===== config.mk =====
export PLATFORM = sky130hd
export DESIGN_NAME = keypad_operand_entry
export DESIGN_NICKNAME = d
export VERILOG_FILES = /design/src/rtl/keypad_pkg.sv /design/src/rtl/keypad_scanner.sv /design/src/rtl/keypad_operand_entry.sv
export SDC_FILE = /design/constraint.sdc
export NUM_CORES = 1
export LEC_CHECK = 0
export CORE_ASPECT_RATIO = 0.6
export CORE_UTILIZATION = 47
export DETAILED_ROUTE_END_ITERATION = 10
export HOLD_SLACK_MARGIN = 0.06
export PLACE_DENSITY_LB_ADDON = 0.12
export SLEW_MARGIN = 15
export SYNTH_ARGS = -nofsm -noshare
export SYNTH_HDL_FRONTEND = slang
export SYNTH_SLANG_ARGS = --single-unit

===== constraint.sdc =====
create_clock -name clk -period 4.15 [get_ports clk]
set_clock_uncertainty 0.05 [all_clocks]
set_input_delay 0.6225 -clock clk [delete_from_list [all_inputs] [get_ports clk]]
set_output_delay 0.6225 -clock clk [all_outputs]
set_load 0.02 [all_outputs]

===== src/rtl/keypad_pkg.sv =====
// Shared key codes, entry FSM states and the 4x4 keypad map
// for the keypad operand entry block.
package keypad_pkg;

    localparam logic [3:0] KEY_STAR   = 4'd10;
    localparam logic [3:0] KEY_HASH   = 4'd11;
    localparam logic [3:0] KEY_LETTER = 4'd12;
    localparam logic [3:0] KEY_NONE   = 4'd15;

    typedef enum logic [1:0] {
        ENTER_A = 2'd0,
        ENTER_B = 2'd1,
        DONE    = 2'd2
    } entry_state_e;

    // Indexed by {row, col}; element 0 is row 0 / col 0.
    localparam logic [15:0][3:0] KEY_MAP = {
        KEY_LETTER, KEY_HASH,   4'd0, KEY_STAR,
        KEY_LETTER, 4'd9,       4'd8, 4'd7,
        KEY_LETTER, 4'd6,       4'd5, 4'd4,
        KEY_LETTER, 4'd3,       4'd2, 4'd1
    };

    function automatic logic [6:0] bcd_to_bin(
        input logic [3:0] tens,
        input logic [3:0] unit
    );
        return 7'({tens, 3'b000}) + 7'({tens, 1'b0}) + 7'(unit);
    endfunction

endpackage


===== src/rtl/keypad_scanner.sv =====
// Row scanner, column synchronizer, per-scan decode and debounce.
// Emits a one-cycle key_stb with key_code for each accepted press.
module keypad_scanner
    import keypad_pkg::*;
#(
    parameter int SCAN_DIV       = 1000,
    parameter int DEBOUNCE_SCANS = 4
) (
    input  logic       clk,
    input  logic       rst,
    output logic [3:0] row_n,
    input  logic [3:0] col_n,
    output logic [3:0] key_code,
    output logic       key_stb
);

    localparam int CW = $clog2(SCAN_DIV);
    localparam int RW = $clog2(DEBOUNCE_SCANS + 1);

    logic [3:0]    sync1_q, sync2_q;
    logic [CW-1:0] div_q, div_d;
    logic [1:0]    row_q, row_d;
    logic [1:0]    hits_q, hits_d;
    logic [3:0]    acc_q, acc_d;
    logic [3:0]    cand_q, cand_d;
    logic [RW-1:0] run_q, run_d;
    logic          pressed_q, pressed_d;
    logic          armed_q, armed_d;
    logic [3:0]    code_q, code_d;
    logic          stb_q, stb_d;

    logic          slot_end, scan_done;
    logic [1:0]    row_hits, row_col, tot;
    logic [2:0]    sum;
    logic [3:0]    code_sel, scan_code;
    logic [RW-1:0] run_inc, run_new;

    assign row_n    = ~(4'b0001 << row_q);
    assign key_code = code_q;
    assign key_stb  = stb_q;

    always_comb begin
        row_hits = 2'd0;
        row_col  = 2'd0;
        for (int c = 0; c < 4; c++) begin
            if (!sync2_q[c]) begin
                row_hits = (row_hits == 2'd2) ? 2'd2 : row_hits + 2'd1;
                row_col  = 2'(c);
            end
        end
        sum       = {1'b0, hits_q} + {1'b0, row_hits};
        tot       = (sum >= 3'd2) ? 2'd2 : sum[1:0];
        code_sel  = (row_hits != 2'd0) ? KEY_MAP[{row_q, row_col}] : acc_q;
        scan_code = (tot == 2'd1) ? code_sel : KEY_NONE;
        slot_end  = (div_q == CW'(SCAN_DIV - 1));
        scan_done = slot_end && (row_q == 2'd3);
        run_inc   = run_q + RW'(1);
        run_new   = (scan_code == cand_q) ? run_inc : RW'(1);
    end

    always_comb begin
        div_d     = div_q + CW'(1);
        row_d     = row_q;
        hits_d    = hits_q;
        acc_d     = acc_q;
        cand_d    = cand_q;
        run_d     = run_q;
        pressed_d = pressed_q;
        armed_d   = armed_q;
        code_d    = code_q;
        stb_d     = 1'b0;
        if (slot_end) begin
            div_d  = '0;
            row_d  = row_q + 2'd1;
            hits_d = scan_done ? 2'd0 : tot;
            acc_d  = scan_done ? KEY_NONE : code_sel;
        end
        // Strobes are held off until a full release, also right after reset.
        if (scan_done) begin
            if (pressed_q || !armed_q) begin
                if (scan_code == KEY_NONE) begin
                    if (run_inc == RW'(DEBOUNCE_SCANS)) begin
                        armed_d   = 1'b1;
                        pressed_d = 1'b0;
                        run_d     = '0;
                        cand_d    = KEY_NONE;
                    end else begin
                        run_d = run_inc;
                    end
                end else begin
                    run_d = '0;
                end
            end else if (scan_code == KEY_NONE) begin
                run_d  = '0;
                cand_d = KEY_NONE;
            end else if (run_new == RW'(DEBOUNCE_SCANS)) begin
                stb_d     = 1'b1;
                code_d    = scan_code;
                pressed_d = 1'b1;
                run_d     = '0;
                cand_d    = KEY_NONE;
            end else begin
                cand_d = scan_code;
                run_d  = run_new;
            end
        end
    end

    always_ff @(posedge clk or posedge rst) begin
        if (rst) begin
            sync1_q   <= 4'b1111;
            sync2_q   <= 4'b1111;
            div_q     <= '0;
            row_q     <= 2'd0;
            hits_q    <= 2'd0;
            acc_q     <= KEY_NONE;
            cand_q    <= KEY_NONE;
            run_q     <= '0;
            pressed_q <= 1'b0;
            armed_q   <= 1'b0;
            code_q    <= KEY_NONE;
            stb_q     <= 1'b0;
        end else begin
            sync1_q   <= col_n;
            sync2_q   <= sync1_q;
            div_q     <= div_d;
            row_q     <= row_d;
            hits_q    <= hits_d;
            acc_q     <= acc_d;
            cand_q    <= cand_d;
            run_q     <= run_d;
            pressed_q <= pressed_d;
            armed_q   <= armed_d;
            code_q    <= code_d;
            stb_q     <= stb_d;
        end
    end

endmodule


===== src/rtl/keypad_operand_entry.sv =====
// Two-operand keypad entry: digits shift in as BCD, '#' commits
// operand A then operand B, '*' clears the entry in progress.
module keypad_operand_entry
    import keypad_pkg::*;
#(
    parameter int SCAN_DIV       = 1000,
    parameter int DEBOUNCE_SCANS = 4
) (
    input  logic       clk,
    input  logic       rst,
    output logic [3:0] row_n,
    input  logic [3:0] col_n,
    output logic [6:0] operand_a,
    output logic [6:0] operand_b,
    output logic       valid,
    output logic       entry_sel,
    output logic [3:0] digit_tens,
    output logic [3:0] digit_unit
);

    entry_state_e state_q, state_d;
    logic [6:0]   op_a_q, op_a_d;
    logic [6:0]   op_b_q, op_b_d;
    logic [3:0]   tens_q, tens_d;
    logic [3:0]   unit_q, unit_d;
    logic         valid_q, valid_d;

    logic [3:0]   key_code;
    logic         key_stb;
    logic         is_digit;
    logic [6:0]   entry_bin;

    keypad_scanner #(
        .SCAN_DIV       (SCAN_DIV),
        .DEBOUNCE_SCANS (DEBOUNCE_SCANS)
    ) u_scanner (
        .clk      (clk),
        .rst      (rst),
        .row_n    (row_n),
        .col_n    (col_n),
        .key_code (key_code),
        .key_stb  (key_stb)
    );

    assign operand_a  = op_a_q;
    assign operand_b  = op_b_q;
    assign valid      = valid_q;
    assign entry_sel  = (state_q != ENTER_A);
    assign digit_tens = tens_q;
    assign digit_unit = unit_q;
    assign is_digit   = (key_code <= 4'd9);
    assign entry_bin  = bcd_to_bin(tens_q, unit_q);

    always_comb begin
        state_d = state_q;
        op_a_d  = op_a_q;
        op_b_d  = op_b_q;
        tens_d  = tens_q;
        unit_d  = unit_q;
        valid_d = 1'b0;
        if (key_stb) begin
            if (state_q == DONE) begin
                if (is_digit) begin
                    state_d = ENTER_A;
                    tens_d  = 4'd0;
                    unit_d  = key_code;
                end
            end else begin
                unique case (1'b1)
                    is_digit: begin
                        tens_d = unit_q;
                        unit_d = key_code;
                    end
                    (key_code == KEY_STAR): begin
                        tens_d = 4'd0;
                        unit_d = 4'd0;
                    end
                    (key_code == KEY_HASH): begin
                        tens_d = 4'd0;
                        unit_d = 4'd0;
                        if (state_q == ENTER_A) begin
                            op_a_d  = entry_bin;
                            state_d = ENTER_B;
                        end else begin
                            op_b_d  = entry_bin;
                            valid_d = 1'b1;
                            state_d = DONE;
                        end
                    end
                    default: ;
                endcase
            end
        end
    end

    always_ff @(posedge clk or posedge rst) begin
        if (rst) begin
            state_q <= ENTER_A;
            op_a_q  <= 7'd0;
            op_b_q  <= 7'd0;
            tens_q  <= 4'd0;
            unit_q  <= 4'd0;
            valid_q <= 1'b0;
        end else begin
            state_q <= state_d;
            op_a_q  <= op_a_d;
            op_b_q  <= op_b_d;
            tens_q  <= tens_d;
            unit_q  <= unit_d;
            valid_q <= valid_d;
        end
    end

endmodule


# --- After elaboration in Yosys (flattened, before gate mapping) ---
# Memory sizes are Yosys's and may differ from the RTL's.
# Index checks and enable logic that the tools add are counted.
word_totals:
  out_inout_bits: 28
  n_memories: 1
  ram_bits: 0
  word_cells: 123
  latch_bits: 0
  rom_bits: 64
  ff_bits: 65
op_classes:
  mul: 0
  n_addsub: 9
  n_lt_le_gt_ge: 3
  shift: 1
  n_div: 0
  n_eq_ne: 17
  reduce_logical: 18
  n_mux: 51
  n_bitwise: 5
memory_table:
  columns: ["name", "depth", "word_bits", "read_ports", "rd_ports_with_merged_regs", "wr", "line_no", "source"]
  rows:
  - ["(no name shown)", 16, 4, 1, 0, 0, "keypad_scanner.sv:53", "code_sel = (row_hits != 2'd0) ? KEY_MAP[{row_q, row_col}] : acc_q;"]
ops:
  columns: ["cell", "count"]
  rows:
  - ["$mux W4", 13]
  - ["$mux W2", 14]
  - ["$mux W3", 6]
  - ["$pmux W4 S2", 2]
  - ["$reduce_and A4 Y1", 4]
  - ["$mux W1", 15]
  - ["$eq A4 B4 Y1 const B", 3]
  - ["$add A10 B1 Y10 const B", 1]
  - ["$eq A10 B10 Y1 const B", 1]
  - ["$mux W10", 1]
  - ["$reduce_bool A2 Y1", 5]
  - ["$reduce_and A3 Y1", 3]
  - ["$eq A2 B2 Y1 const B", 4]
  - ["$add A7 B4 Y7", 1]
  - ["$add A7 B5 Y7", 1]
  - ["$add A2 B1 Y2 const B", 3]
  - ["$eq A3 B3 Y1 const B", 2]
  - ["$ne A2 B2 Y1 const B", 3]
  - ["$lt A4 B5 Y1 const B", 1]
  - ["$reduce_and A5 Y1", 1]
  - ["$eq A4 B4 Y1", 1]
  - ["$le A4 B4 Y1 const B", 1]
  - ["$not A1 Y1", 4]
  - ["$not A4 Y4", 1]
  - ["other kinds (13)", 13]

# --- Depth between registers and ports, before layout ---
logic_depth:
  depth_word: 22
  mapped_depth: 19
  depth_no_buf: 19

# --- Hierarchy ---
# Synthesis repeated with hierarchy kept, for this count alone.
hier_totals:
  hier_cells: 307
  area_unflattened_um2: 3459.6
by_module_without_submodules:
  columns: ["mod", "n_inst", "area_each_um2", "cells_per_inst", "seq_area_each_um2"]
  rows:
  - ["keypad_scanner", 1, 2259.7, 211, 1026.0]
  - ["keypad_operand_entry", 1, 1199.9, 96, 625.6]

# --- Worst setup path after synthesis ---
# Ideal clock, no wire load.
synth_timing:
  path_type: "register to register"
  start: "reg u_scanner.sync2_q[0]"
  end: "reg u_scanner.cand_q[0]"
  setup_ns: 0.077
  arrival_ns: 4.094
  period_less_slack_ns: 4.221
  path_buffers: 0
  stages_incl_launch_ff: 18
  path_slack_ns: -0.071
  path_cell_list: "dfstp_2 ha_1 or2_2 and2_1 ha_1 nor2_1 a31oi_2 inv_1 fa_1 and3_1 o211ai_1 o31ai_1 nor4_1 inv_1 ha_1 nor3_1 nor2_1 a31oi_1"
synth_via:
  elab_chain_cells: 21
  elab_cells_between_ends: 29
  cone_classes: "add/sub (4); order compare (1); eq/ne (8); mux (14); reduce/logical (2)"
synth_lines:
  columns: ["element", "line_no", "source"]
  rows:
  - ["start: declaration", "keypad_scanner.sv:20", "logic [3:0] sync1_q, sync2_q;"]
  - ["start signal: assignment", "keypad_scanner.sv:125", "sync2_q <= sync1_q;"]
  - ["$mux W1 (*)", "keypad_scanner.sv:46", "if (!sync2_q[c]) begin"]
  - ["$add A1 B1 Y2 / $eq A1 B2 Y1 (equally long branches)", "keypad_scanner.sv:47", "row_hits = (row_hits == 2'd2) ? 2'd2 : row_hits + 2'd1;"]
  - ["$mux W2", "keypad_scanner.sv:47", null]
  - ["$mux W2 (*)", "keypad_scanner.sv:46", null]
  - ["$add A2 B1 Y2 / $eq A2 B2 Y1 (equally long branches)", "keypad_scanner.sv:47", null]
  - ["$mux W2", "keypad_scanner.sv:47", null]
  - ["$mux W2 (*)", "keypad_scanner.sv:46", null]
  - ["$add A2 B1 Y2 / $eq A2 B2 Y1 (equally long branches)", "keypad_scanner.sv:47", null]
  - ["[... 5 more ...]", null, null]
  - ["$eq A2 B1 Y1", "keypad_scanner.sv:54", "scan_code = (tot == 2'd1) ? code_sel : KEY_NONE;"]
  - ["$mux W4 (*)", "keypad_scanner.sv:54", null]
  - ["$eq A4 B4 Y1", "keypad_scanner.sv:58", "run_new = (scan_code == cand_q) ? run_inc : RW'(1);"]
  - ["$mux W3", "keypad_scanner.sv:58", null]
  - ["$eq A3 B3 Y1", "keypad_scanner.sv:96", "end else if (run_new == RW'(DEBOUNCE_SCANS)) begin"]
  - ["$mux W4", "keypad_scanner.sv:96", null]
  - ["$mux W4", "keypad_scanner.sv:93", "end else if (scan_code == KEY_NONE) begin"]
  - ["$mux W4", "keypad_scanner.sv:80", "if (pressed_q || !armed_q) begin"]
  - ["end signal: assignment", "keypad_scanner.sv:130", "cand_q <= cand_d;"]
  - ["end: declaration", "keypad_scanner.sv:25", "logic [3:0] cand_q, cand_d;"]
# Mark *: on every way between the ends. The rest lies on a longest branch, timed or not.
# A chain may end at the register's enable or synchronous reset.

# --- Worst setup path in the final report ---
layout_timing:
  start: "reg u_scanner.sync2_q[0]"
  end: "reg u_scanner.code_q[1] (netlist: u_scanner.key_code[1])"
layout_via:
  elab_chain_cells: 19
  elab_cells_between_ends: 26
  cone_classes: "add/sub (4); order compare (1); eq/ne (7); mux (11); bitwise (1); reduce/logical (2)"
layout_lines:
  columns: ["element", "line_no", "source"]
  rows:
  - ["$mux W1 (*)", "keypad_scanner.sv:46", null]
  - ["$add A1 B1 Y2 / $eq A1 B2 Y1 (equally long branches)", "keypad_scanner.sv:47", null]
  - ["$mux W2", "keypad_scanner.sv:47", null]
  - ["$mux W2 (*)", "keypad_scanner.sv:46", null]
  - ["$add A2 B1 Y2 / $eq A2 B2 Y1 (equally long branches)", "keypad_scanner.sv:47", null]
  - ["$mux W2", "keypad_scanner.sv:47", null]
  - ["$mux W2 (*)", "keypad_scanner.sv:46", null]
  - ["$add A2 B1 Y2 / $eq A2 B2 Y1 (equally long branches)", "keypad_scanner.sv:47", null]
  - ["[... 3 more ...]", null, null]
  - ["$ge A3 B2 Y1", "keypad_scanner.sv:52", "tot = (sum >= 3'd2) ? 2'd2 : sum[1:0];"]
  - ["$mux W2", "keypad_scanner.sv:52", null]
  - ["$eq A2 B1 Y1", "keypad_scanner.sv:54", null]
  - ["$mux W4 (*)", "keypad_scanner.sv:54", null]
  - ["$eq A4 B4 Y1", "keypad_scanner.sv:58", null]
  - ["$mux W3", "keypad_scanner.sv:58", null]
  - ["$eq A3 B3 Y1", "keypad_scanner.sv:96", null]
  - ["$reduce_and A4 Y1 (no source line)", null, null]
  - ["end signal: assignment", "keypad_scanner.sv:134", "code_q <= code_d;"]
  - ["end: declaration", "keypad_scanner.sv:29", "logic [3:0] code_q, code_d;"]
# Marks and branches as above.

==> run summary <==
Worst R2R Path Depth -> 20
NetSw -> 0.3563 mW
Clock root buffer -> clkbuf_16
FILL cells -> 550
Crit path kind -> reg2reg
Critical Path End Type -> flop
Crit path max fanout -> 4
Core ar. -> 0.006878 mm²
Ys flop type -> dfrtp_1
Worst path required time -> 4.35 ns
CP delay by family, top -> adder cells
Syn Nets -> 372
Slowest CP cell -> fa_2
Most frequent cells in the layout -> 45 x dfrtp_1, 42 x nand2_1, 33 x clkdlybuf4s50_1, 28 x nor2_1, 26 x inv_1
Post-DR wirelength/cell -> 15.62 µm
Flops & latches, synth -> 65
Place WS -> -0.01522 ns
Sequential area share after synthesis -> 47.84%
Slew headroom -> 34.95%
Routed vias/inst -> 5.316
First-pass GRT wire length -> 12.00 mm
Yosys warnings -> 0
Hold Crit Endpoint -> u_scanner.sync2_q[0]$_DFF_PP1_
Status -> completed
CTS Buf Count -> 9
Final RePlAce weighted congestion -> 0.7986
Tot GR Track Use -> 21.32%
Mapped Avg Cell Area -> 10.24 µm²
Synthesis-to-layout area growth -> 25.77%
Clock power share -> 49.0%
Crit start category -> flop
F_max -> 244.2 MHz
Hold crit path type -> reg2reg
Max-slew violation count -> 0
# Max-Cap Violations -> 0
Ys async rst share -> 100.0%
RR Endpoint -> u_scanner.key_code[1]$_DFFE_PP1P_
Final Cell Area -> 0.004342 mm²
Chip height -> 68.39 µm
Initial DRC count -> 153
Mapped Cells -> 337
Final net count -> 424
Chip width -> 112.6 µm
RSZ-0062 raised after global routing -> true
Total power -> 1.523 mW
Die area -> 0.007703 mm²
I/O pin count -> 34
Sw frac -> 23.40%
Seq pwr share -> 42.4%
Clock slew at reported path FFs -> 0.05 ns
Critical path arrival -> 4.30 ns
Post-placement cell area -> 0.003950 mm²
Reg2reg setup slack -> 0.05 ns
HP Start -> u_scanner.sync1_q[0]$_DFF_PP1_
Finished Layout Cells -> 481
Crit path buf inv count -> 5
Initial antenna violation count -> 0
Share of layout cells above drive strength 1 -> 20.81%
Final Setup Violations -> 0
Final Hold Vio Count -> 0
VDD IR max -> 0.2911 mV
Vias in the first global route -> 2,348
Initial Util -> 50.19%
Total negative slack -> 0 ns
Final setup margin -> 0.05434 ns
CTS tree -> yes
Cell mode on critical path -> ha_2
Internal -> 1.167 mW
H-Tree Depth -> 3
Number of synthesized flops with an enable pin -> 0
CTS max path bufs -> 2
Mapped cell area -> 0.003452 mm²
Port Buf Inserts -> 33
GRT overflow -> 0
Hold Buf Count CTS -> 0
Final WL -> 7.512 mm
Vias -> 2,557
Drt pass-1 iters -> 4
Num rows -> 23
Worst Tran Pin Value -> 0.9656 ns
CP cell instances -> inv_1 -> ha_1 -> mux2i_2 -> ha_2 -> nor2_1 -> a21oi_2 -> ha_2 -> inv_1 -> fa_2 -> and3_4 -> o211ai_1 -> o31ai_1 -> buf_4 -> nor4_4 -> inv_2 -> ha_2 -> nand2b_4 -> nor4_4 -> buf_4 -> mux2i_1
Final HPWL DP -> 5.401 mm
Largest net degree at the start of global routing -> 41
Final critical-path share of the clock period -> 98.69%
Hold Path Depth -> 0
Yosys cell types -> 49
N_diodes -> 0
Commonest non-fill, non-tap cell in the layout -> dfrtp_1
Pwr per Cell Area -> 350.8 mW/mm²
Drt drc -> 0
Dpl cells -> 462
Final core utilization -> 63.13%
Critical R2R Launch -> u_scanner.sync2_q[0]$_DFF_PP1_
Fin crit period -> 4.096 ns
Power share of the combinational group -> 8.6%
LEAKAGE -> 2.013 nW
CP peak stage delay -> 0.59 ns
Clock Sinks -> 65
Fin Hold WS -> 0.3068 ns
Worst-skew pair later-pin latency -> 0.33 ns
DRT antenna net count -> 0
==> cell usage after synthesis, types with 2 or more instances <==
| cell type | instances | area, µm² |
|---|---|---|
| a211oi_1 | 2 | 15.01 |
| a21o_1 | 3 | 22.52 |
| a21oi_1 | 10 | 50.05 |
| a31oi_1 | 9 | 56.30 |
| a41oi_1 | 2 | 17.52 |
| and3_1 | 4 | 25.02 |
| buf_2 | 2 | 10.01 |
| clkbuf_1 | 4 | 15.01 |
| dfrtp_1 | 45 | 1126 |
| dfstp_2 | 20 | 525.5 |
| fa_1 | 3 | 60.06 |
| ha_1 | 26 | 325.3 |
| inv_1 | 28 | 105.1 |
| mux2_2 | 8 | 90.09 |
| mux2i_1 | 8 | 80.08 |
| nand2_1 | 42 | 157.7 |
| nand2b_1 | 7 | 43.79 |
| nand3_1 | 8 | 40.04 |
| nand4_1 | 2 | 12.51 |
| nor2_1 | 28 | 105.1 |
| nor2b_1 | 6 | 37.54 |
| nor3_1 | 4 | 20.02 |
| nor4_1 | 3 | 18.77 |
| o211ai_1 | 4 | 30.03 |
| o21ai_0 | 17 | 85.08 |
| o31a_1 | 2 | 17.52 |
| o31ai_1 | 5 | 37.54 |
| or2_2 | 2 | 12.51 |
| xnor2_1 | 6 | 52.55 |
| xor2_1 | 8 | 70.07 |
==> worst register-to-register path: stages (launching register included) <==
cell	delay [ns]
dfstp_2	0.55
inv_1	0.05
ha_1	0.29
mux2i_2	0.22
ha_2	0.21
nor2_1	0.05
a21oi_2	0.13
ha_2	0.18
inv_1	0.06
fa_2	0.59
and3_4	0.22
o211ai_1	0.09
o31ai_1	0.10
buf_4	0.20
nor4_4	0.06
inv_2	0.10
ha_2	0.20
nand2b_4	0.06
nor4_4	0.25
buf_4	0.18
mux2i_1	0.19
==> registers in the layout, summed over array words and instances (netlist names), 3 cells and up <==
name	flops
u_scanner.run_q	3
digit_unit	4
digit_tens	4
operand_a	7
u_scanner.sync2_q	4
u_scanner.cand_q	4
u_scanner.div_q	10
u_scanner.sync1_q	4
operand_b	7
u_scanner.acc_q	4
u_scanner.key_code	4
==> power groups by stage <==
stage	logic, mW	clock network (mW)	registers (mW)
2_1_floorplan	0.0694	0	0.654
3_3_place_gp	0.107	0	0.656
3_5_place_dp	0.111	0	0.656
4_1_cts	0.113	0.767	0.646
5_1_grt	0.143	0.798	0.646
6_report	0.131	0.746	0.646
==> logic make-up after synthesis <==
| logic type | Yosys count | share of synthesized area [%] |
|---|---|---|
| fa+ha+maj | 29 | 11.16 |
| xor+xnor | 14 | 3.552 |
| buf+inv | 36 | 4.313 |
| flops | 65 | 47.84 |
| compound gates | 63 | 11.96 |
| mux | 17 | 5.328 |
| simple gates | 113 | 15.84 |
==> worst max path at each step <==
stage / cells after the start / start / to / slack [ns]
3_5_place_dp: 19 / u_scanner.sync2_q[0]$_DFF_PP1_ / u_scanner.cand_q[1]$_DFFE_PP1P_ / -0.02
5_1_grt: 19 / u_scanner.sync2_q[0]$_DFF_PP1_ / u_scanner.key_code[1]$_DFFE_PP1P_ / -0.11
4_1_cts: 19 / u_scanner.sync2_q[0]$_DFF_PP1_ / u_scanner.cand_q[1]$_DFFE_PP1P_ / 0.05
6_report: 20 / u_scanner.sync2_q[0]$_DFF_PP1_ / u_scanner.key_code[1]$_DFFE_PP1P_ / 0.05
3_3_place_gp: 20 / u_scanner.sync2_q[0]$_DFF_PP1_ / u_scanner.cand_q[2]$_DFFE_PP1P_ / 0.12
2_1_floorplan: 17 / u_scanner.sync2_q[0]$_DFF_PP1_ / u_scanner.cand_q[0]$_DFFE_PP1P_ / 0.1
==> what timing repair did <==
item                       in CTS  in global routing
setup buffers                   0                  4
pin swaps                       0                 10
resized for setup               1                 15
setup endpoints to repair       4                 11
==> layer usage <==
layer	routed length, µm	share of wire, %	vias to the layer above	track usage (%)
li1	-	-	1258	-
met1	4120	55	1236	32.72
met2	3035	40	55	26.93
met3	296	3.9	8	7.440
met4	60	0.80	0	6.833
met5	0	0	-	0
==> final cells by class <==
cell class	count	area (µm²)	share of cell area, %
tap	87	108.9	2.507
timing repair buffer	49	450.4	10.37
clock inverter	6	68.82	1.585
multi-input combinational	236	1728	39.80
sequential	65	1652	38.04
inverter	28	105.1	2.421
clock buffer	10	229.0	5.274
Power figures use the tool's default switching activity.
